$ cat src/rtl/bfm_apbtoahb.sv
// APB completer to single-master AHB-Lite bridge: one SINGLE word transfer per APB access.
// Define APB2AHB_PSLVERR_EN to forward AHB ERROR responses as PSLVERR.
module bfm_apbtoahb (
  input  logic        HCLK,
  input  logic        HRESET,
  input  logic        PSEL,
  input  logic        PENABLE,
  input  logic        PWRITE,
  input  logic [31:0] PADDR,
  input  logic [31:0] PWDATA,
  output logic [31:0] PRDATA,
  output logic        PREADY,
  output logic        PSLVERR,
  output logic [31:0] HADDR,
  output logic [1:0]  HTRANS,
  output logic        HWRITE,
  output logic [2:0]  HSIZE,
  output logic [2:0]  HBURST,
  output logic [3:0]  HPROT,
  output logic        HMASTLOCK,
  output logic [31:0] HWDATA,
  input  logic [31:0] HRDATA,
  input  logic        HREADY,
  input  logic        HRESP
);

  typedef enum logic [1:0] {
    IDLE = 2'd0,
    ADDR = 2'd1,
    DATA = 2'd2,
    RESP = 2'd3
  } state_e;

  state_e      state_q, state_d;
  logic [31:0] haddr_q, haddr_d;
  logic [31:0] hwdata_q, hwdata_d;
  logic [31:0] prdata_q, prdata_d;
  logic        hwrite_q, hwrite_d;
  logic        err_q, err_d;
  logic        unused_ok;

  always_ff @(posedge HCLK or posedge HRESET) begin
    if (HRESET) begin
      state_q  <= IDLE;
      haddr_q  <= '0;
      hwdata_q <= '0;
      prdata_q <= '0;
      hwrite_q <= 1'b0;
      err_q    <= 1'b0;
    end else begin
      state_q  <= state_d;
      haddr_q  <= haddr_d;
      hwdata_q <= hwdata_d;
      prdata_q <= prdata_d;
      hwrite_q <= hwrite_d;
      err_q    <= err_d;
    end
  end

  always_comb begin
    state_d  = state_q;
    haddr_d  = haddr_q;
    hwdata_d = hwdata_q;
    prdata_d = prdata_q;
    hwrite_d = hwrite_q;
    err_d    = err_q;
    unique case (state_q)
      IDLE: begin
        // PENABLE without a setup phase is not a new access
        if (PSEL && !PENABLE) begin
          haddr_d  = {PADDR[31:2], 2'b00};
          hwrite_d = PWRITE;
          hwdata_d = PWDATA;
          state_d  = ADDR;
        end
      end
      ADDR: begin
        if (HREADY) state_d = DATA;
      end
      DATA: begin
        if (HREADY) begin
          if (!hwrite_q) prdata_d = HRDATA;
          err_d   = HRESP;
          state_d = RESP;
        end
      end
      RESP: begin
        state_d = IDLE;
      end
      default: begin
        state_d = IDLE;
      end
    endcase
  end

  assign HTRANS    = (state_q == ADDR) ? 2'b10 : 2'b00;
  assign HADDR     = haddr_q;
  assign HWRITE    = hwrite_q;
  assign HWDATA    = hwdata_q;
  assign HSIZE     = 3'b010;
  assign HBURST    = 3'b000;
  assign HPROT     = 4'b0011;
  assign HMASTLOCK = 1'b0;
  assign PRDATA    = prdata_q;
  assign PREADY    = (state_q == RESP);

`ifdef APB2AHB_PSLVERR_EN
  assign PSLVERR   = (state_q == RESP) && err_q;
  assign unused_ok = ^PADDR[1:0];
`else
  // APB2-style completer: the captured error is absorbed
  assign PSLVERR   = 1'b0;
  assign unused_ok = ^{PADDR[1:0], err_q};
`endif

endmodule

$ cat config.mk
export PLATFORM = sky130hd
export DESIGN_NAME = bfm_apbtoahb
export DESIGN_NICKNAME = d
export VERILOG_FILES = /design/src/rtl/bfm_apbtoahb.sv
export SDC_FILE = /design/constraint.sdc
export NUM_CORES = 1
export LEC_CHECK = 0
export ABC_AREA = 0
export BUFFER_PORTS_ARGS = -buffer_cell sky130_fd_sc_hd__buf_4
export CAP_MARGIN = 40
export CELL_PAD_IN_SITES_DETAIL_PLACEMENT = 1
export CELL_PAD_IN_SITES_GLOBAL_PLACEMENT = 2
export CORE_MARGIN = 3
export CORE_UTILIZATION = 26
export CTS_CLUSTER_DIAMETER = 120
export DETAILED_ROUTE_END_ITERATION = 12
export GPL_TIMING_DRIVEN = 0
export PLACE_DENSITY_LB_ADDON = 0.1
export SLEW_MARGIN = 20
export SYNTH_ARGS = -nofsm -noshare
export SYNTH_HDL_FRONTEND = slang
export SYNTH_SLANG_ARGS = --single-unit
$ cat constraint.sdc
create_clock -name HCLK -period 3.2 [get_ports HCLK]
set_input_delay 0.64 -clock HCLK [delete_from_list [all_inputs] [get_ports HCLK]]
set_output_delay 0.64 -clock HCLK [all_outputs]
set_load 0.005 [all_outputs]
# Word-level counts from Yosys, hierarchy flattened
# Cells that the tools add are included.
# Widths: inputs -> output; s select.
# totals
reg_bits	97
latchBits	0
ramBits	0
mem_bits_ro	0
input_bits	103
out_inout_bits	112
elab_cells	23
mem_count	0
# classes
addsub	0
n_mul	0
div	0
order_cmp	0
eq_ne	6
shift	0
muxes	5
n_bitwise	1
n_reduce_logical	6
# op_table
operator	count
$mux 2	4
$pmux 2 s4	1
$ne 2x2->1 const B	3
$reduce_and 3->1	2
$eq 2x2->1 const B	2
$eq 2x1->1 const B	1
$logic_not 2->1	1
$reduce_and 2->1	1
$logic_and 1x1->1	1
$logic_not 1->1	1
$not 1->1	1

# Logic depth before layout (Yosys ltp)
# Gate-level depths: netlist of the first run.
# depth
word_depth	4
depth_mapped	6
ltp_nobuf	5

# Worst setup path before layout of the first run
# OpenSTA, ideal clock, no wires.
# synth_timing
kind	in2reg
start	in PENABLE
end	reg haddr_q[10] (netlist: HADDR[10])
setup_time_ns	0.125
arrival_ns	1.387
required_ns	3.075
path_slack_ns	1.688
path_stages	4
n_path_buf	2
cell_sequence	nand3b_1 buf_6 buf_12 mux2_4
# synth_between
elab_chain_cells	3
# synth_lines
item	line_no	text
from (decl)	7	input logic PENABLE,
$logic_not 1->1	70	if (PSEL && !PENABLE) begin
$logic_and 1x1->1	70	
$reduce_and 2->1 (no source line)	-	
to (signal assigned)	52	haddr_q <= haddr_d;
to (decl)	35	logic [31:0] haddr_q, haddr_d;
# Every way passes these cells.
# A chain may end at the register's enable or synchronous reset.

# Worst setup path in the final report of the first run
# layout_timing
start	reg state_q[1]
end	out HTRANS[1]
# layout_between
elab_chain_cells	2
# layout_lines
item	line_no	text
from (decl)	34	state_e state_q, state_d;
from (signal assigned)	51	state_q <= state_d;
$eq 2x1->1	96	assign HTRANS = (state_q == ADDR) ? 2'b10 : 2'b00;
$mux 2	96	
to (decl)	15	output logic [1:0] HTRANS,
# Every way passes these cells.

==> results.md, run 1 <==
- CP Class: reg2out
- First-pass GRT wire length: 16100 µm
- CP max stage cell: dfrtp_1
- Largest net degree at the start of global routing: 64
- Design area: 6260 µm²
- Die width: 132 µm
- Inserted Diodes: 0
- Post-synthesis cell count: 234
- Vias in the first global route: 2866
- Initial Utilization: 27.0%
- CP peak stage delay: 0.39 ns
- Routed length per instance: 15.1 µm
- Clock transition at the registers of the reported paths: 0.06 ns
- Synth area leader: dfrtp_1
- Core Area: 15400 µm²
- CP endpoint kind: output pin
- Max Cap Violations: 0
- Crit share post-route: 55.8%
- Delay-heaviest family, CP: flip-flops
- Finished Layout Cells: 671
- CTS root buf: clkbuf_16
- Final WL: 10200 µm
- Yosys reg bits: 97
- CTS tree: yes
- Setup TNS: 0 ns
- Crit Path Max Fanout: 4
- Buf/Inv on CP: 2
- Peak Freq: 0.560 GHz
- Routed vias/inst: 3.91
- Post-CTS setup buffer count: 0
- Hold Crit Class: in2async
- Tmin final: 1.78 ns
- # DRC: 0
- Warnings, synthesis: 0
- HPWL Detailed: 7700 µm
- Post-synthesis cell area: 4140 µm²
- GRT Total Usage: 11.7%
- Synth cell types: 17
- Hold Violations, Final: 0
- # hold bufs at CTS: 0
- Die Height: 132 µm
- Final ANT Viol Nets: 0
- Initial antenna violation count: 0
- P_leak: 3.28 nW
- Post-CTS sizing: 0
- Worst path cell trace: inv_1, ha_1, buf_4
- Via Count: 2625
- Cts bufs inserted: 9
- Area after DPL: 5960 µm²
- Syn Area/Cell: 17.7 µm²
- Worst-Skew Late Latency: 0.34 ns
- I/O Buffers: 196
- Register area share after synthesis: 58.6%
- DRT iter0 DRCs: 52
- Maximum vdd drop: 0.332 mV
- Clock buffer depth: 2
- Row count: 45
- CP Launch Type: flop
- CP arrival: 1.14 ns
- Final Setup Violations: 0
- Share of cells above drive strength 1: 72.6%
- CTS H-Tree Depth: 3
- Io pins: 215
- Placed cells: 655
- Fill cells: 1659
- WP data required: 2.56 ns
- Area share of the largest cell type after synthesis: 58.6%
- RSZ-0062 raised after global routing: false
- Slew Limit Fails: 0
- Fin nets: 562
- DRT Pass-1 Iters: 4
- Top cells by area, synth: dfrtp_1 (59%), mux2_4 (22%), mux2_2 (9.5%)
- Clock Sinks: 97
- Die area: 17500 µm²
- Layout area overhead: 51.0%
- Status: finished clean
- Pwr dens: 913 nW/µm²
- Final GP Congestion: 0.658
- Worst Clk Skew: 0.0105 ns
- GRT Residual Overflow: 0
worst register-to-register path: cells and delay by family (launching register included):
family                   cells  cell delay (ns)
adder cells (fa/ha/maj)      1             0.24
multiplexers                 1             0.31
AND/OR/NAND/NOR              1             0.11
flip-flops                   1             0.39
buffers and inverters        3             0.46
layout by cell type, fill, tap and decap left out, types with 2 or more instances in the layout:
master        n
clkinv_2      2
mux2_4       60
buf_4       211
ha_1          4
dfrtp_1      97
inv_1         2
mux2_2       35
buf_12        6
clkbuf_16     9
clkinvlp_4    2
buf_6         4
conb_1       15
synthesized netlist by cell type:
cell and n:
buf_4 15, nand2b_1 1, nand3b_1 1, nand3b_4 1, buf_12 6, dfrtp_1 97, o32a_1 1, buf_6 4
conb_1 2, mux2_2 35, a2bb2oi_1 1, inv_1 3, mux2_4 60, nor2b_1 1, ha_1 4, nor2_1 1
mux2_1 1
power breakdown:
part	switching, mW	total, mW	internal, mW
Combinational	0.730	2.43	1.70
Clock	0.457	1.08	0.625
Sequential	0.347	2.20	1.86
Total	1.53	5.71	4.18
cell type report:
cell class                      instances  area [µm²]  area share (%)
Clock buffer                           11         243            3.88
Inverter                                3        16.3           0.260
Multi-Input combinational cell        122        1480            23.6
Tap cell                              211         264            4.22
Clock inverter                          5        55.1           0.880
Sequential cell                        97        2430            38.8
Buffer                                 25         278            4.44
Timing Repair Buffer                  197        1500            24.0
flip-flops by register name (all words and copies together) (netlist names):
name / flops
HADDR: 30
PRDATA: 32
HWRITE: 1
state_q: 2
HWDATA: 32
metal layers:
layer	up-vias	GRT usage (%)	share of wire, %
met5	-	0	0
met4	0	5.77	2.4
met3	13	3.93	7.9
met2	111	19.1	49
met1	1284	13.8	41
li1	1217	-	-
worst paths after layout:
kind                                               end              startpoint  slack, ns  cells past startpoint
worst max register to register   HADDR[10]$_DFFE_PP0P_  state_q[0]$_DFFE_PP0P_       1.57                      6
worst min-delay path            HWDATA[10]$_DFFE_PP0P_                  HRESET       0.29                      2
worst min register to register   PRDATA[3]$_DFFE_PP0P_   PRDATA[3]$_DFFE_PP0P_       0.51                      1
max in group asynchronous       PRDATA[24]$_DFFE_PP0P_                  HRESET       2.29                      3
worst max-delay path                         HTRANS[1]  state_q[1]$_DFFE_PP0P_       1.42                      3
min in group HCLK                PRDATA[3]$_DFFE_PP0P_   PRDATA[3]$_DFFE_PP0P_       0.51                      1
stage by stage:
step	hold slack, ns	setup WS, ns	util, %	power, mW
after global placement	0.489	-1.43	38.6	4.66
after detailed placement	0.494	1.50	38.8	4.71
after global routing	0.303	1.33	40.7	6.11
after CTS	0.285	1.38	40.7	5.84
after floorplan	0.504	0.0263	-	3.39
final	0.287	1.42	40.7	5.71
kinds of logic after synthesis:
logic type	after synthesis	synth area share [%]
flip-flops	97	58.6
buffers and inverters	28	6.98
multiplexers	96	31.5
AND/OR/NAND/NOR	5	1.06
AO/OA/AOI/OAI	2	0.453
other	2	0.181
adder cells (fa/ha/maj)	4	1.21
No activity file was read; power rests on OpenSTA's default activity.
==> run 2, diff against run 1 <==
--- a/config.mk
+++ b/config.mk
@@ -11,7 +11,7 @@
 export CELL_PAD_IN_SITES_DETAIL_PLACEMENT = 1
 export CELL_PAD_IN_SITES_GLOBAL_PLACEMENT = 2
 export CORE_MARGIN = 3
-export CORE_UTILIZATION = 26
+export CORE_UTILIZATION = 29
 export CTS_CLUSTER_DIAMETER = 120
 export DETAILED_ROUTE_END_ITERATION = 12
 export GPL_TIMING_DRIVEN = 0
==> constraint.sdc (replaced) <==
create_clock -name HCLK -period 1.9 [get_ports HCLK]
set_input_delay 0.38 -clock HCLK [delete_from_list [all_inputs] [get_ports HCLK]]
set_output_delay 0.38 -clock HCLK [all_outputs]
set_load 0.005 [all_outputs]
==> run 2 against run 1 <==
  * Wire length grew 0.93%
  * Die area down 9.9%
  * Critical path type is now reg2reg
  * Critical path depth up 3
  * Sequential share of layout area fell by 0.36 points
  * Power rose by 75%
  * Hold slack got worse by 0.22 ns
  * Non-clock buffer count increased by 2
  * Global-route usage increased by 1.6 points
  * Combinational power up 69%
  * Register-to-register slack worse by 1.3 ns
  * First-iteration DRC count grew 92%
  * Core utilization increased by 4.6 points
==> results.md, run 2 (synthesized netlist as in run 1, its figures left out) <==
- Status: finished clean
- Max Cap Violations: 0 (unchanged)
- # hold bufs at CTS: 0 (unchanged)
- Final ANT Viol Nets: 0 (unchanged)
- Clock transition at the registers of the reported paths: 0.07 ns (about the same)
- Share of cells above drive strength 1: 72.9% (+0.34 points)
- Vias in the first global route: 2944 (+2.7%)
- CP peak stage delay: 0.39 ns (about the same)
- Setup TNS: 0 ns (unchanged)
- Initial antenna violation count: 0 (unchanged)
- Highest-count cells in the layout ignoring fill and taps: buf_4 (211), dfrtp_1 (97), mux2_4 (60)
- CP Class: reg2reg
- Largest net degree at the start of global routing: 32 (-50%)
- GRT Residual Overflow: 0 (unchanged)
- Fin nets: 564 (+0.36%)
- Cts bufs inserted: 9 (unchanged)
- Hold Violations, Final: 0 (unchanged)
- CTS tree: yes
- # DRC: 0 (unchanged)
- CP arrival: 1.84 ns (+0.70 ns)
- Hold Crit Class: in2async
- Layout area overhead: 52.5%
- Post-CTS sizing: 0 (unchanged)
- Die Height: 126 µm (-5.1%)
- CTS root buf: clkbuf_16
- RSZ-0062 raised after global routing: false
- WP data required: 2.13 ns (-0.43 ns)
- Via Count: 2657 (+1.2%)
- Crit Path Max Fanout: 10 (+6)
- I/O Buffers: 196 (unchanged)
- Final core occ: 45.3% (+4.6 points)
- Worst-Skew Late Latency: 0.35 ns (about the same)
- Worst Clk Skew: 0.00788 ns (-0.00265 ns)
- Final WL: 10200 µm (+0.93%)
- Peak Freq: 0.619 GHz
- Overall power: 10.0 mW (+75%)
- Final Setup Violations: 0 (unchanged)
- Worst path cell trace: inv_1, ha_1, nand3b_1, buf_6, buf_12, mux2_4
- GRT Total Usage: 13.3% (+1.6 points)
- P_leak: 3.32 nW (+1.4%)
- Io pins: 215 (unchanged)
- Die width: 126 µm (-5.1%)
- Initial Utilization: 29.7% (+2.8 points)
- CP max stage cell: dfrtp_1
- Delay-heaviest family, CP: buffers and inverters
- Buf/Inv on CP: 3 (+1)
- Routed length per instance: 16.0 µm (+5.5%)
- HPWL Detailed: 8030 µm (+4.2%)
- Clock Sinks: 97 (unchanged)
- CP Launch Type: flop
- Pwr dens: 1580 nW/µm² (+73%)
- Clock buffer depth: 2 (unchanged)
- First-pass GRT wire length: 16200 µm (+0.68%)
- CTS H-Tree Depth: 3 (unchanged)
- Die area: 15800 µm² (-9.9%)
- Post-CTS setup buffer count: 0 (unchanged)
- Slew Limit Fails: 0 (unchanged)
- Most common cell after layout, fill and taps aside: buf_4
- Core Area: 13900 µm² (-9.3%)
- DRT Pass-1 Iters: 2 (-2)
- Inserted Diodes: 0 (unchanged)
- CP endpoint kind: flop
- Crit share post-route: 85.0%
- Maximum vdd drop: 0.728 mV (+120%)
- Tmin final: 1.61 ns
- DRT iter0 DRCs: 100 (+92%)
- Final GP Congestion: 0.710 (+7.9%)
- Routed vias/inst: 4.14 (+5.8%)
- Row count: 43 (-4.4%)
run 2: changes by cell type in the layout (fill, tap and decap cells not counted), sizes merged:
cell,before,now
clkbuf,11,12
clkinv,2,0
inv,3,2
bufinv,1,3
buf,222,224
run 2: metrics by stage:
| stage | instances | instance area [µm²] | hold WS, ns | setup WS, ns |
|---|---|---|---|---|
| detailed placement | 626 | 5950 | 0.439 | 0.267 |
| CTS | 642 | 6320 | 0.0630 | 0.249 |
| floorplan | 247 | 4200 | 0.504 | 0.372 |
| finish | 642 | 6320 | 0.0622 | 0.285 |
| global placement | 623 | 5890 | 0.488 | -0.396 |
| global route | 642 | 6320 | 0.0894 | 0.148 |
run 2: path summary, 6_finish.rpt:
path	start	slack, ns	endpoint	cells after the start
max	state_q[0]$_DFFE_PP0P_	0.29	HADDR[10]$_DFFE_PP0P_	6
min	HRESET	0.06	HADDR[19]$_DFFE_PP0P_	2
max reg2reg	state_q[0]$_DFFE_PP0P_	0.29	HADDR[10]$_DFFE_PP0P_	6
min reg2reg	PRDATA[30]$_DFFE_PP0P_	0.51	PRDATA[30]$_DFFE_PP0P_	1
max in group asynchronous	HRESET	0.93	HADDR[10]$_DFFE_PP0P_	5
min in group HCLK	PADDR[13]	0.26	HADDR[13]$_DFFE_PP0P_	2
run 2: final cells by class:
cell class | count | area (µm²)
inverters | 3 | 15.0
multi-input cells | 122 | 1480
flip-flops and latches | 97 | 2430
clock buffers | 12 | 267
well taps | 180 | 225
clock inverters | 4 | 97.6
plain buffers | 25 | 278
repair buffers | 199 | 1530
fillers | 1445 | 7620
run 2: routing by layer:
| layer | track usage, % | up-vias | wire length [µm] | part of all wire, % |
|---|---|---|---|---|
| li1 | - | 1218 | - | - |
| met1 | 14.8 | 1313 | 3870 | 38 |
| met2 | 22.7 | 119 | 5400 | 53 |
| met3 | 6.32 | 7 | 867 | 8.5 |
| met4 | 3.70 | 0 | 115 | 1.1 |
| met5 | 0 | - | 0 | 0 |
run 2: power breakdown:
part	internal, mW	switching, mW
Sequential	3.13	0.597
Clock	1.39	0.778
Combinational	2.87	1.24
Total	7.39	2.61
run 2: worst register-to-register path, stage by stage (launching register included):
cell and delay [ns]:
dfrtp_1 0.39, inv_1 0.08, ha_1 0.23, nand3b_1 0.10, buf_6 0.20, buf_12 0.18
mux2_4 0.31
